<file path="config.mk">
export PLATFORM = sky130hd
export DESIGN_NAME = exec_unit_mc
export DESIGN_NICKNAME = d
export VERILOG_FILES = /design/src/rtl/exec_unit_mc.sv
export SDC_FILE = /design/constraint.sdc
export NUM_CORES = 1
export LEC_CHECK = 0
export CAP_MARGIN = 10
export CELL_PAD_IN_SITES_DETAIL_PLACEMENT = 0
export CELL_PAD_IN_SITES_GLOBAL_PLACEMENT = 1
export CORE_MARGIN = 2
export CORE_UTILIZATION = 30
export DETAILED_ROUTE_END_ITERATION = 12
export DONT_BUFFER_PORTS = 1
export PLACE_DENSITY = 0.59
export SLEW_MARGIN = 10
export SYNTH_ARGS = -nofsm -noshare
export SYNTH_HDL_FRONTEND = slang
export SYNTH_SLANG_ARGS = --single-unit
</file>
<file path="constraint.sdc">
create_clock -name clk -period 3.7 [get_ports clk]
set_clock_uncertainty 0.1 [all_clocks]
set_input_delay 0.37 -clock clk [delete_from_list [all_inputs] [get_ports clk]]
set_output_delay 0.37 -clock clk [all_outputs]
set_load 0.01 [all_outputs]
</file>
<file path="src/rtl/exec_unit_mc.sv">
// -----------------------------------------------------------------------------
// exec_unit_mc
// Multi-cycle execute stage. Accepts one decoded instruction per valid/ready
// handshake and executes an ALU, move/shift, load/store or branch operation.
// Results come back as a registered writeback bundle, registered CPSR flags and
// a branch resolution. Load/store use a request/acknowledge memory port, so the
// memory may take any number of cycles, bounded by an optional timeout.
//
// Ports
//   clk, rst_n                 clock, asynchronous active-low reset
//   in_valid / in_ready        instruction handshake (ready only while idle)
//   first_ld, special_enc,     decoded instruction class and opcode fields
//   second_ld, alu_oc, b_cond
//   dest_reg, op1, op2,        destination index, operands, immediate,
//   imm, offset, pc            branch offset and instruction address
//   out_valid                  one-cycle result strobe
//   wb_en, wb_sel, wb_reg,     register writeback bundle (qualified by
//   wb_data                    out_valid; wb_sel 0 = ALU, 1 = memory)
//   flags                      CPSR {N,C,Z,V}
//   br_taken, br_target        branch resolution (qualified by out_valid)
//   mem_req, mem_we, mem_addr, data-memory request side
//   mem_wdata
//   mem_rdata, mem_ack         data-memory response side
//   mem_err                    sticky memory-timeout flag
// -----------------------------------------------------------------------------
module exec_unit_mc #(
    parameter int DATA_W      = 32,
    parameter int IMM_W       = 16,
    parameter int REG_AW      = 3,
    parameter int MEM_TIMEOUT = 255
) (
    input  logic              clk,
    input  logic              rst_n,
    input  logic              in_valid,
    output logic              in_ready,
    input  logic [1:0]        first_ld,
    input  logic              special_enc,
    input  logic [3:0]        second_ld,
    input  logic [2:0]        alu_oc,
    input  logic [3:0]        b_cond,
    input  logic [REG_AW-1:0] dest_reg,
    input  logic [DATA_W-1:0] op1,
    input  logic [DATA_W-1:0] op2,
    input  logic [IMM_W-1:0]  imm,
    input  logic [IMM_W-1:0]  offset,
    input  logic [DATA_W-1:0] pc,
    output logic              out_valid,
    output logic              wb_en,
    output logic              wb_sel,
    output logic [REG_AW-1:0] wb_reg,
    output logic [DATA_W-1:0] wb_data,
    output logic [3:0]        flags,
    output logic              br_taken,
    output logic [DATA_W-1:0] br_target,
    output logic              mem_req,
    output logic              mem_we,
    output logic [DATA_W-1:0] mem_addr,
    output logic [DATA_W-1:0] mem_wdata,
    input  logic [DATA_W-1:0] mem_rdata,
    input  logic              mem_ack,
    output logic              mem_err
);

    typedef enum logic [1:0] {
        ST_IDLE = 2'd0,
        ST_MEM  = 2'd1,
        ST_RESP = 2'd2
    } state_e;

    localparam logic [1:0] CLS_MOVE   = 2'b00;
    localparam logic [1:0] CLS_MEM    = 2'b10;
    localparam logic [1:0] CLS_BRANCH = 2'b11;
    localparam logic [3:0] MEM_LOAD   = 4'b0000;
    localparam logic [3:0] MEM_STORE  = 4'b0001;

    localparam logic [2:0] OP_ADD = 3'b001;
    localparam logic [2:0] OP_SUB = 3'b010;

    localparam int TMR_W = (MEM_TIMEOUT > 1) ? $clog2(MEM_TIMEOUT) : 1;

    // Masks for the immediate field placed in the low or high end of a word.
    localparam logic [DATA_W-1:0] LO_MASK = DATA_W'({IMM_W{1'b1}});
    localparam logic [DATA_W-1:0] HI_MASK = LO_MASK << (DATA_W - IMM_W);

    function automatic logic [DATA_W-1:0] sext(input logic [IMM_W-1:0] v);
        return DATA_W'($signed(v));
    endfunction

    // Condition evaluation against {N,C,Z,V}.
    function automatic logic cond_pass(input logic [3:0] c, input logic [3:0] f);
        logic n, cf, z, v, hi, ge, gt;
        n  = f[3];
        cf = f[2];
        z  = f[1];
        v  = f[0];
        hi = cf & ~z;
        ge = (n == v);
        gt = ~z & ge;
        case (c)
            4'h0:    return z;
            4'h1:    return ~z;
            4'h2:    return cf;
            4'h3:    return ~cf;
            4'h4:    return n;
            4'h5:    return ~n;
            4'h6:    return v;
            4'h7:    return ~v;
            4'h8:    return hi;
            4'h9:    return ~hi;
            4'hA:    return ge;
            4'hB:    return ~ge;
            4'hC:    return gt;
            4'hD:    return ~gt;
            4'hE:    return 1'b1;
            default: return 1'b0;
        endcase
    endfunction

    state_e              state_q, state_d;
    logic                in_ready_q, in_ready_d;
    logic                wb_en_q, wb_en_d;
    logic                wb_sel_q, wb_sel_d;
    logic [REG_AW-1:0]   wb_reg_q, wb_reg_d;
    logic [DATA_W-1:0]   wb_data_q, wb_data_d;
    logic [3:0]          flags_q, flags_d;
    logic                br_taken_q, br_taken_d;
    logic [DATA_W-1:0]   br_target_q, br_target_d;
    logic                mem_we_q, mem_we_d;
    logic [DATA_W-1:0]   mem_addr_q, mem_addr_d;
    logic [DATA_W-1:0]   mem_wdata_q, mem_wdata_d;
    logic                mem_err_q, mem_err_d;
    logic [TMR_W-1:0]    timer_q, timer_d;

    // ---------------------------------------------------------------- ALU
    logic [DATA_W-1:0] alu_b;
    logic [DATA_W:0]   alu_wide;
    logic [DATA_W-1:0] alu_res;
    logic              alu_ok, alu_c, alu_v;
    logic [3:0]        alu_flags;

    // NOTE: every signal written here gets a default before the case, so no
    // path leaves it unassigned and no latch is inferred.
    always_comb begin
        alu_b    = first_ld[0] ? op2 : sext(imm);
        alu_wide = '0;
        alu_ok   = 1'b1;
        alu_c    = 1'b0;
        alu_v    = 1'b0;
        case (alu_oc)
            OP_ADD:  alu_wide = {1'b0, op1} + {1'b0, alu_b};
            OP_SUB:  alu_wide = {1'b0, op1} + {1'b0, ~alu_b} + (DATA_W+1)'(1);
            3'b011:  alu_wide = {1'b0, op1 & alu_b};
            3'b100:  alu_wide = {1'b0, op1 | alu_b};
            3'b101:  alu_wide = {1'b0, op1 ^ alu_b};
            3'b110:  alu_wide = {1'b0, ~op1};
            default: alu_ok = 1'b0;
        endcase
        alu_res = alu_wide[DATA_W-1:0];
        // Carry is the bit above the word; for SUB it reads as "no borrow".
        // Overflow: operands of the effective addition share a sign that
        // the result does not.
        if (alu_oc == OP_ADD) begin
            alu_c = alu_wide[DATA_W];
            alu_v = (op1[DATA_W-1] == alu_b[DATA_W-1]) &&
                    (alu_res[DATA_W-1] != op1[DATA_W-1]);
        end else if (alu_oc == OP_SUB) begin
            alu_c = alu_wide[DATA_W];
            alu_v = (op1[DATA_W-1] != alu_b[DATA_W-1]) &&
                    (alu_res[DATA_W-1] != op1[DATA_W-1]);
        end
        alu_flags = {alu_res[DATA_W-1], alu_c, (alu_res == '0), alu_v};
    end

    // ---------------------------------------------------------- move/shift
    logic [DATA_W-1:0] mv_res;
    logic              mv_ok;
    logic              shamt_big;
    logic [DATA_W-1:0] imm_z;

    always_comb begin
        imm_z     = DATA_W'(imm);
        shamt_big = (int'(imm) >= DATA_W);
        mv_ok     = 1'b1;
        mv_res    = '0;
        case (alu_oc)
            3'b000:  mv_res = (op1 & ~LO_MASK) | imm_z;
            3'b001:  mv_res = (op1 & ~HI_MASK) | (imm_z << (DATA_W - IMM_W));
            3'b010:  mv_res = '0;
            3'b011:  mv_res = '1;
            3'b100:  mv_res = shamt_big ? '0 : (op1 << imm);
            3'b101:  mv_res = shamt_big ? '0 : (op1 >> imm);
            default: mv_ok = 1'b0;
        endcase
    end

    // ------------------------------------------------------ next state
    logic timeout;
    assign timeout = (MEM_TIMEOUT != 0) && (timer_q == TMR_W'(MEM_TIMEOUT - 1));

    always_comb begin
        state_d     = state_q;
        wb_en_d     = wb_en_q;
        wb_sel_d    = wb_sel_q;
        wb_reg_d    = wb_reg_q;
        wb_data_d   = wb_data_q;
        flags_d     = flags_q;
        br_taken_d  = br_taken_q;
        br_target_d = br_target_q;
        mem_we_d    = mem_we_q;
        mem_addr_d  = mem_addr_q;
        mem_wdata_d = mem_wdata_q;
        mem_err_d   = mem_err_q;
        timer_d     = timer_q;

        case (state_q)
            ST_IDLE: begin
                if (in_valid && in_ready_q) begin
                    wb_reg_d    = dest_reg;
                    wb_en_d     = 1'b0;
                    wb_sel_d    = 1'b0;
                    br_taken_d  = 1'b0;
                    br_target_d = pc + sext(offset);
                    timer_d     = '0;
                    state_d     = ST_RESP;
                    if (first_ld == CLS_MEM) begin
                        wb_sel_d = 1'b1;
                        if (second_ld == MEM_LOAD) begin
                            mem_we_d   = 1'b0;
                            mem_addr_d = op1 + sext(imm);
                            state_d    = ST_MEM;
                        end else if (second_ld == MEM_STORE) begin
                            mem_we_d    = 1'b1;
                            mem_addr_d  = op2 + sext(imm);
                            mem_wdata_d = op1;
                            state_d     = ST_MEM;
                        end
                    end else if (first_ld == CLS_BRANCH) begin
                        // Flags as they stand at acceptance decide the branch.
                        br_taken_d = cond_pass(b_cond, flags_q);
                    end else if (special_enc) begin
                        wb_data_d = alu_res;
                        wb_en_d   = alu_ok;
                        if (second_ld[3] && alu_ok) flags_d = alu_flags;
                    end else if (first_ld == CLS_MOVE) begin
                        wb_data_d = mv_res;
                        wb_en_d   = mv_ok;
                    end
                end
            end
            ST_MEM: begin
                // An ack in the last allowed cycle still completes normally.
                if (mem_ack) begin
                    state_d = ST_RESP;
                    if (!mem_we_q) begin
                        wb_data_d = mem_rdata;
                        wb_en_d   = 1'b1;
                    end
                end else if (timeout) begin
                    state_d   = ST_RESP;
                    mem_err_d = 1'b1;
                    wb_en_d   = 1'b0;
                end else begin
                    timer_d = timer_q + TMR_W'(1);
                end
            end
            ST_RESP: state_d = ST_IDLE;
            default: state_d = ST_IDLE;
        endcase
    end

    assign in_ready_d = (state_d == ST_IDLE);

    // NOTE: state registers use non-blocking assignments so every flop
    // samples the pre-edge value of its inputs, independent of block order.
    always_ff @(posedge clk or negedge rst_n) begin
        if (!rst_n) begin
            state_q     <= ST_IDLE;
            in_ready_q  <= 1'b0;
            wb_en_q     <= 1'b0;
            wb_sel_q    <= 1'b0;
            wb_reg_q    <= '0;
            wb_data_q   <= '0;
            flags_q     <= '0;
            br_taken_q  <= 1'b0;
            br_target_q <= '0;
            mem_we_q    <= 1'b0;
            mem_addr_q  <= '0;
            mem_wdata_q <= '0;
            mem_err_q   <= 1'b0;
            timer_q     <= '0;
        end else begin
            state_q     <= state_d;
            in_ready_q  <= in_ready_d;
            wb_en_q     <= wb_en_d;
            wb_sel_q    <= wb_sel_d;
            wb_reg_q    <= wb_reg_d;
            wb_data_q   <= wb_data_d;
            flags_q     <= flags_d;
            br_taken_q  <= br_taken_d;
            br_target_q <= br_target_d;
            mem_we_q    <= mem_we_d;
            mem_addr_q  <= mem_addr_d;
            mem_wdata_q <= mem_wdata_d;
            mem_err_q   <= mem_err_d;
            timer_q     <= timer_d;
        end
    end

    // Strobes decode straight from the state register, so an asynchronous
    // reset drops mem_req and out_valid immediately.
    assign out_valid = (state_q == ST_RESP);
    assign mem_req   = (state_q == ST_MEM);
    assign in_ready  = in_ready_q;
    assign wb_en     = wb_en_q;
    assign wb_sel    = wb_sel_q;
    assign wb_reg    = wb_reg_q;
    assign wb_data   = wb_data_q;
    assign flags     = flags_q;
    assign br_taken  = br_taken_q;
    assign br_target = br_target_q;
    assign mem_we    = mem_we_q;
    assign mem_addr  = mem_addr_q;
    assign mem_wdata = mem_wdata_q;
    assign mem_err   = mem_err_q;

endmodule

</file>
== Word level (Yosys, flattened, before mapping) ==
Cells that the tools add are included.
Widths: inputs -> output; s select.

* Flip-flop bits (word level): 151
* Logic and storage cells: 154
* Input bits: 181
* Output and inout port bits: 143

* Bitwise operators: 20
* Magnitude comparators: 1
* $add $sub $neg: 7
* Equal/unequal tests: 40
* Muxes and demuxes: 47
* Reduce and logical (&&, ||, !) cells: 23
* Shift-type cells: 2

{| class="wikitable"
|+ Operators with widths
! kind !! count
|-
| $mux 32 || 12
|-
| $pmux 33 s6 || 1
|-
| $pmux 32 s5 || 1
|-
| $add 32x32->32 || 3
|-
| $add 32x32->33 || 2
|-
| $not 32->32 || 2
|-
| $pmux 32 s2 || 1
|-
| $add 33x1->33 const B || 1
|-
| $and 32x32->32 || 1
|-
| $logic_not 32->1 || 1
|-
| $or 16x32->32 || 1
|-
| $or 32x16->32 || 1
|-
| $or 32x32->32 || 1
|-
| $shl 32x16->32 || 1
|-
| $shr 32x16->32 || 1
|-
| $xor 32x32->32 || 1
|-
| $eq 4x4->1 const B || 7
|-
| $mux 8 || 3
|-
| $mux 1 || 19
|-
| $eq 4x3->1 const B || 4
|-
| $ge 16x6->1 const B || 1
|-
| $pmux 8 s2 || 1
|-
| $pmux 1 s15 || 1
|-
| $mux 2 || 6
|-
| 31 further kinds || 67
|}

== Depth between registers and ports, before layout ==
Gate-level depths: netlist of run 1.

* Word-level depth: 10
* Gate-level depth with buffers: 20

== Worst setup path before layout of run 1 ==
No wires, ideal clock.

* Path kind: input -> register
* Start: input imm[1]
* End: register flags_q[1] (netlist: flags[1])
* Library setup time: 0.090 ns
* Stages on the path: 18
* Data required time: 3.510 ns
* Arrival time: 4.712 ns
* Slack: -1.202 ns
* Path through: clkbuf_1 inv_1 buf_1 clkbuf_1 o21a_1 ha_1 nor3_1 o311a_1 or3_4 o2111ai_2 a2111oi_0 or2_1 a221o_1 xnor2_1 a21oi_1 nand3_1 or4_4 o31ai_4

* Word-level cells in the longest chain between the ends: 6

{| class="wikitable"
|+ RTL lines
! element !! line !! text
|-
| from (decl) || 44 || <nowiki>input logic [IMM_W-1:0] imm,</nowiki>
|-
| $mux 32 * || 144 || <nowiki>alu_b = first_ld[0] ? op2 : sext(imm);</nowiki>
|-
| $not 32->32 || 151 || <nowiki>OP_SUB: alu_wide = {1'b0, op1} + {1'b0, ~alu_b} + (DATA_W+1)'(1);</nowiki>
|-
| $add 32x32->33 || 151 ||
|-
| $add 33x1->33 || 151 ||
|-
| $pmux 33 s6 * || 149 || <nowiki>case (alu_oc)</nowiki>
|-
| $logic_not 32->1 * || 171 || <nowiki>alu_flags = {alu_res[DATA_W-1], alu_c, (alu_res == '0), alu_v};</nowiki>
|-
| to (signal assigned) || 298 || <nowiki>flags_q <= flags_d;</nowiki>
|-
| to (decl) || 125 || <nowiki>logic [3:0] flags_q, flags_d;</nowiki>
|}

Mark *: on every way between the ends. The rest lies on a longest branch, timed or not.
A chain may end at the register's enable or synchronous reset.

== Worst setup path after layout of run 1 ==
* Start: input first_ld[0]
* End: register flags_q[1] (netlist: flags[1])

* Word-level cells in the longest chain between the ends: 6

{| class="wikitable"
|+ RTL lines
! element !! line !! text
|-
| from (decl) || 36 || <nowiki>input logic [1:0] first_ld,</nowiki>
|-
| $mux 32 || 144 ||
|-
| $not 32->32 || 151 ||
|-
| $add 32x32->33 || 151 ||
|-
| $add 33x1->33 || 151 ||
|-
| $pmux 33 s6 || 149 ||
|-
| $logic_not 32->1 || 171 ||
|}

Several ways; a longest one is shown, not always the timed one.

==> metrics.md, run 1 <==
| Metric | Value |
|---|---|
| Status | finished, violations left |
| Failing checks | hold timing, setup timing |
| Minimum hold slack | -0.540 ns |
| Routability-driven placement congestion ratio | about 1 |
| Worst Path Buf+Inv | 2 |
| Logic gate share of total power | 46.1% |
| CP required | 4.00 ns |
| Max Fclk | about 250 MHz |
| Xor-xnor portion of the synthesized cell area | 3.51% |
| Final worst setup slack | -0.265 ns |
| Critical Path Stages | 17 |
| Drt total wl | 107000 um |
| Largest net degree at the start of global routing | ~150 |
| Sw Pwr | 3.60 mW |
| Multiplexer share of the synthesized area | ~10% |
| Core region area | 64700 um2 |
| Max Slew Vio Count | 0 |
| CP startpoint kind | primary input |
| Largest family of logic cells by synthesized area | compound AO/OA/AOI/OAI gates |
| Worst-margin pin slew | 1.12 ns |
| Worst EP arrival | 4.27 ns |
| Final Setup Violations | 7 |
| WL per Instance | 28.0 um |
| I/O pin cnt | 324 |
| VDD IR max | approximately 360 uV |
| Cts hold-fix bufs | 24 |
| # DRC | 0 |
| H-tree Lvls | 4 |
| Reg2reg end | flags[1]$_DFFE_PN0P_ |
| Leakage | between 10 and 15 nW |
| Final instance count without filler cells | roughly 3800 |
| Most frequently used cell type in the post-synthesis netlist | nand2_1 |
| Fillers | 6841 |
| First-pass GRT wire length | 153000 um |
| Die H | 260 um |
| Placed Area | 23500 um2 |
| Number of synthesized flops with an enable pin | 0 |
| Mapped Area | 19700 um2 |
| Vias | 22400 |
| CTS tree | yes |
| CP Class | primary input to flop |
| Top cells by area, synth | dfrtp_1 19%, ha_1 11%, o21ai_0 7.9% |
| Avg Cell Area, Syn | 7.45 um2 |
| Initial core utilization | 30.4% |
| Total clock sinks | 151 |
| Internal power | between 4 and 5 mW |
| Pwr dens | 326 nW/um2 |
| Die area | 67700 um2 |
| Dominant cell type by area after synthesis | dfrtp_1 |
| Cells after DPL | 3744 |
| R2r startpoint | in_ready$_DFF_PN0_ |
| Library cells used by synthesis | 104 |
| DR vias/cell | 5.86 |
| Power Total | 8.25 mW |
| Post-synth top cells | 335 x nand2_1, 310 x o21ai_0, 264 x a21oi_1 |
| #FFs+latches synth | 151 |
| CTS clk-pin slew, worst paths | 0.09 ns |
| Detailed placement HPWL | between 80000 and 90000 um |
| Fin. Hold Viols | 152 |
| Synth Area in Adders | between 10% and 20% |
| Instance count of the mapped netlist | 2644 |
| Crit-path slowest cell | or4b_4 |
| Nature of the critical path endpoint | flop |
| Sw frac | 43.7% |
| CP dominant cell by count | inv_2 |
| Clock power frac | 22.6% |
| Ys flop type | dfrtp_1 |
| Syn Nets | 3009 |
| Final Core Density | 39.1% |
| CTS root buf | clkbuf_16 |
| Worst stage delay on the critical path | 0.56 ns |
| Clock period minus worst slack | 3.97 ns |
| CP endpoint | flags[1]$_DFFE_PN0P_ |
| HP Class | primary input to async pin |
| Gr usage total | 30.6% |
| Place WS | -1.16 ns |
| Post-Synth Simple-Gate Area | roughly a fifth |
| Max-cap violations | 0 |
| Post-synth top area share | 19.2% |
| Total CTS buffers | 17 |
| RSZ-0062 raised after global routing | yes |
| Worst Setup SP | first_ld[0] |
| Worst reg-to-reg setup slack | 0.26 ns |
| Vias in the first global route | roughly 22000 |
| Std-Cell Rows | 93 |
| Sequential share of power | 31.3% |
| Share of layout cells above drive strength 1 | 24.9% |
| Largest delay share family, worst path | simple AND/OR/NAND/NOR gates |
| Worst slew margin | 25.6% |
| Post-detailed-route count of antenna-violating nets | 0 |
| Initial antenna violation count | 5 |
| Worst-Skew Late Latency | 0.48 ns |
| Synth warnings | 0 |
| Final critical-path share of the clock period | 107% |
| Initial DRC Count | 2267 |
| Grt ovf | 0 |
| Path depth of the worst reg2reg path | 12 |
| CTS max path bufs | 2 |
| Die W | 260 um |
| Crit path cell chain | mux2i_4, inv_2, ha_4, inv_2, fa_2, a211oi_4, nor2_1, nand3_1, o211ai_1, or4b_4, nor4_4, and4_1, nand4_1, nor4b_2, nand4b_1, or4_4, o31ai_4 |
| Synth Area in Compound Gates | approximately 30% |
| Setup TNS Final | -1.03 ns |
| I/O Buffers | 0 |
| Design Area, Final | 25300 um2 |
| Seq/Total Area, Yosys | roughly a fifth |
| Synth-to-Final Area Change | 28.6% |
| Async set-or-reset flop fraction in the synthesized netlist | 100% |
| Crit Path Max Fanout | 39 |
| Final nets | about 3300 |
| First-pass DRT Iterations | 7 |
==> power groups by stage <==
stage,Clock (mW),Sequential [mW],Combinational [mW]
after floorplan,0,2.43,2.12
after global placement,0,2.62,3.44
after detailed placement,0,2.62,3.46
after CTS,1.91,2.60,3.56
after global routing,1.96,2.61,4.12
final,1.87,2.58,3.81
==> worst min path at each step <==
stage,to,slack [ns]
after floorplan,br_taken$_DFFE_PN0P_,-0.03
after global placement,wb_data[0]$_DFFE_PN0P_,-0.02
after detailed placement,wb_data[0]$_DFFE_PN0P_,-0.02
after CTS,wb_data[0]$_DFFE_PN0P_,-0.56
after global routing,wb_data[0]$_DFFE_PN0P_,-0.55
final,wb_data[0]$_DFFE_PN0P_,-0.54
==> placed cells by master (no fill, tap or decap), types with 26 or more instances in the layout <==
master    Yosys  final
a211oi_1     41     28
nor3_1       66     59
nor2_1      201    196
ha_1        180    168
mux2_2       42     41
a21o_1       53     53
mux4_2       28     28
xnor2_1      37     37
inv_1       117    113
o211ai_1     26     26
nand2b_1     34     29
o21ai_0     310    294
nand3_1      40     39
mux2i_1      86     78
xor2_1       42     41
buf_4         1    433
a21oi_1     264    242
nand2_1     335    328
dfrtp_1     151    151
==> routing by layer <==
metal	vias to the layer above	GRT usage [%]	wire length, um	share of wire, %
met5	-	0.499	9	0.0084
met4	2	16.0	5980	5.6
met3	236	8.07	9860	9.2
met2	972	48.1	47600	45
met1	10900	38.5	43100	40
li1	10200	-	-	-
==> area by class of cell <==
| type | count | area (um2) | area share, % |
|---|---|---|---|
| Antenna cell | 2 | 5.00 | 0.0198 |
| Timing Repair Buffer | 468 | 3650 | 14.4 |
| Sequential cell | 151 | 3780 | 14.9 |
| Clock inverter | 15 | 178 | 0.701 |
| Multi-Input combinational cell | 2184 | 15800 | 62.2 |
| Inverter | 120 | 453 | 1.79 |
| Clock buffer | 17 | 425 | 1.68 |
| Tap cell | 855 | 1070 | 4.22 |
==> timing repair <==
action                                  4_1_cts  5_1_grt
buffers inserted                              5       13
endpoints found under the hold margin       175      151
pin swaps                                    17       74
gates resized for setup                      47      137
endpoints found under the setup margin       26       29
==> logic make-up after synthesis <==
family / Yosys count
AOI/OAI and AO/OA: 953
xor gates and xnor gates: 79
adders and majority gates: 184
buffers and inverters: 309
DFF: 151
muxes: 156
and+or+nand+nor: 812
Power figures use the tool's default switching activity.
==> inputs of run 2 (changes only) <==
--- a/config.mk
+++ b/config.mk
@@ -9,10 +9,10 @@
 export CELL_PAD_IN_SITES_DETAIL_PLACEMENT = 0
 export CELL_PAD_IN_SITES_GLOBAL_PLACEMENT = 1
 export CORE_MARGIN = 2
-export CORE_UTILIZATION = 30
+export CORE_UTILIZATION = 40
 export DETAILED_ROUTE_END_ITERATION = 12
 export DONT_BUFFER_PORTS = 1
-export PLACE_DENSITY = 0.59
+export PLACE_DENSITY = 0.73
 export SLEW_MARGIN = 10
 export SYNTH_ARGS = -nofsm -noshare
 export SYNTH_HDL_FRONTEND = slang
==> run 2 against run 1 <==
Compared with the run above: the flow still finishes with violations (hold timing, setup timing); sequential power about the same; maximum frequency increased by 0.85%; combinational power decreased by 4%; worst setup slack improved by 0.033 ns; clock power increased by 2%; worst hold slack about the same; via count increased by 1.5%; global-route usage increased by 7.3 points; final area decreased by 2.6%; count of clock-buffer cells in the layout unchanged; register-to-register slack improved by 0.14 ns; routed wire length decreased by 7.4%; critical endpoint is now mem_addr[30]$_DFFE_PN0P_; highest routed layer is now met4.
==> metrics.md, run 2 (synthesized netlist as in run 1, its figures left out) <==
| Metric | Value |
|---|---|
| Status | finished, violations left (unchanged) |
| Failing checks | hold timing, setup timing (unchanged) |
| Clock power frac | 23.5% (was 22.6%) |
| WL per Instance | 27.2 um (was 28.0 um) |
| Worst slew margin | 25.6% (about the same) |
| I/O pin cnt | 324 (unchanged) |
| Internal power | 4.62 mW (was 4.65 mW) |
| CTS max path bufs | 2 (unchanged) |
| Post-detailed-route count of antenna-violating nets | 0 (unchanged) |
| Final critical-path share of the clock period | 106% (was 107%) |
| Logic gate share of total power | 45.0% (was 46.1%) |
| HP Class | primary input to async pin (unchanged) |
| Leakage | 11.1 nW (about the same) |
| Placed Area | 23200 um2 (was 23500 um2) |
| Largest net degree at the start of global routing | 152 (unchanged) |
| Worst-Skew Late Latency | 0.50 ns (was 0.48 ns) |
| Sw Pwr | 3.53 mW (was 3.60 mW) |
| Max-cap violations | 0 (unchanged) |
| CP required | 3.96 ns (was 4.00 ns) |
| Synth-to-Final Area Change | 25.3% (was 28.6%) |
| Initial antenna violation count | 5 (unchanged) |
| Share of layout cells above drive strength 1 | 22.7% (was 24.9%) |
| Cts hold-fix bufs | 31 (was 24) |
| Routability-driven placement congestion ratio | 1.01 (about the same) |
| Max Fclk | 254 MHz (was 252 MHz) |
| Total clock sinks | 151 (unchanged) |
| Minimum hold slack | -0.540 ns (about the same) |
| Crit path cell chain | nor4_4, buf_12, mux2_4, ha_4, fa_2, a21o_1, a21o_1, a2111oi_4, o31ai_4, a211oi_2, buf_4, o211ai_1, nand3_1, a41oi_2, a31o_2, a21oi_2, xor2_1, o21ai_1 (was mux2i_4, inv_2, ha_4, inv_2, fa_2, a211oi_4, nor2_1, nand3_1, o211ai_1, or4b_4, nor4_4, and4_1, nand4_1, nor4b_2, nand4b_1, or4_4, o31ai_4) |
| CTS root buf | clkbuf_16 (unchanged) |
| Worst reg-to-reg setup slack | 0.40 ns (was 0.26 ns) |
| Worst stage delay on the critical path | 0.45 ns (was 0.56 ns) |
| CP dominant cell by count | a21o_1 (was inv_2) |
| Design Area, Final | 24700 um2 (was 25300 um2) |
| First-pass GRT wire length | 143000 um (was 153000 um) |
| Critical Path Stages | 18 (was 17) |
| Power Total | 8.14 mW (was 8.25 mW) |
| Die area | 51000 um2 (was 67700 um2) |
| Core region area | 48700 um2 (was 64700 um2) |
| DR top layer | met4 (was met5) |
| Vias in the first global route | 21800 (was 22300) |
| CP startpoint kind | primary input (unchanged) |
| Gr usage total | 37.9% (was 30.6%) |
| Initial core utilization | 40.4% (was 30.4%) |
| Final Setup Violations | 9 (was 7) |
| Met2 WL post-DR | 42500 um (was 47600 um) |
| Crit Path Max Fanout | 3 (was 39) |
| Sequential share of power | 31.5% (was 31.3%) |
| Die H | 226 um (was 260 um) |
| Max Slew Vio Count | 0 (unchanged) |
| Setup TNS Final | -1.13 ns (was -1.03 ns) |
| CP Class | primary input to flop (unchanged) |
| CTS tree | yes (unchanged) |
| Clock period minus worst slack | 3.93 ns (was 3.97 ns) |
| Worst-margin pin slew | 1.12 ns (about the same) |
| Most common cell after layout, fill and taps aside | buf_4 (unchanged) |
| Detailed placement HPWL | 75600 um (was 83400 um) |
| First-pass DRT Iterations | 6 (was 7) |
| Pwr dens | 330 nW/um2 (was 326 nW/um2) |
| Vias | 22700 (was 22400) |
| I/O Buffers | 0 (unchanged) |
| Grt ovf | 0 (unchanged) |
| Die W | 226 um (was 260 um) |
| VDD IR max | 300 uV (was 358 uV) |
| Commonest cells after routing, fill and taps aside | 442 x buf_4, 333 x nand2_1, 295 x o21ai_0 (was 433 x buf_4, 328 x nand2_1, 294 x o21ai_0) |
| Largest delay share family, worst path | compound AO/OA/AOI/OAI gates (was simple AND/OR/NAND/NOR gates) |
| DR vias/cell | 6.24 (was 5.86) |
| Worst EP arrival | 4.20 ns (was 4.27 ns) |
| Nature of the critical path endpoint | flop (unchanged) |
| Initial DRC Count | 2467 (was 2267) |
| Crit-path slowest cell | a2111oi_4 (was or4b_4) |
| Met3 Wirelength | 9960 um (was 9860 um) |
| Fin. Hold Viols | 151 (was 152) |
| Reg2reg end | flags[1]$_DFFE_PN0P_ (unchanged) |
| RSZ-0062 raised after global routing | yes (unchanged) |
| R2r startpoint | in_ready$_DFF_PN0_ (unchanged) |
| Place WS | -0.997 ns (was -1.16 ns) |
| CTS clk-pin slew, worst paths | 0.09 ns (about the same) |
| Worst Path Buf+Inv | 2 (unchanged) |
| Path depth of the worst reg2reg path | 12 (unchanged) |
| Total CTS buffers | 17 (unchanged) |
| # DRC | 0 (unchanged) |
| Drt total wl | 98700 um (was 107000 um) |
| Met1 wire length | 39700 um (was 43100 um) |
| Final nets | 3320 (was 3307) |
| Sw frac | 43.3% (was 43.7%) |
| Std-Cell Rows | 81 (was 93) |
| Final worst setup slack | -0.232 ns (was -0.265 ns) |
| H-tree Lvls | 4 (unchanged) |
-- run 2: area by class of cell --
| type | instances | area (um2) |
|---|---|---|
| Multi-Input combinational cell | 2184 | 15200 |
| Fill cell | 4801 | 24100 |
| Clock buffer | 17 | 425 |
| Sequential cell | 151 | 3780 |
| Antenna cell | 3 | 7.51 |
| Inverter | 120 | 450 |
| Timing Repair Buffer | 481 | 3750 |
| Tap cell | 664 | 831 |
| Clock inverter | 15 | 196 |
-- run 2: worst max path at each step --
stage	startpoint	slack [ns]	end
after CTS	first_ld[0]	-0.22	flags[1]$_DFFE_PN0P_
after global placement	first_ld[0]	-0.95	wb_data[20]$_DFFE_PN0P_
final	second_ld[0]	-0.23	mem_addr[30]$_DFFE_PN0P_
after detailed placement	first_ld[0]	-1.0	wb_data[20]$_DFFE_PN0P_
after global routing	first_ld[0]	-0.36	flags[1]$_DFFE_PN0P_
after floorplan	imm[0]	-0.55	flags[1]$_DFFE_PN0P_
-- run 2: routing by layer --
layer	up-vias	track usage, %
li1	10200	-
met1	11000	48.8
met4	0	21.7
met3	276	10.1
met5	-	0
met2	1186	57.3
-- run 2: power groups by stage --
| stage | clock network [mW] | registers, mW | logic (mW) |
|---|---|---|---|
| final | 1.91 | 2.57 | 3.67 |
| after global routing | 2.00 | 2.60 | 3.95 |
| after CTS | 1.95 | 2.57 | 3.51 |
| after detailed placement | 0 | 2.59 | 3.41 |
| after global placement | 0 | 2.60 | 3.37 |
| after floorplan | 0 | 2.43 | 2.12 |
-- run 2: per-stage QoR --
stage	utilization (%)	instances
final	50.6	3635
after CTS	50.0	3625
after detailed placement	47.7	3553
after global placement	47.7	3553
after global routing	50.6	3632
after floorplan	-	2644
-- run 2: what timing repair did --
item                       in CTS  in global routing
hold endpoints to repair      181                151
setup buffers                   9                  7
setup endpoints to repair      18                 26
pin swaps                      24                 26
gates resized for setup        39                 47
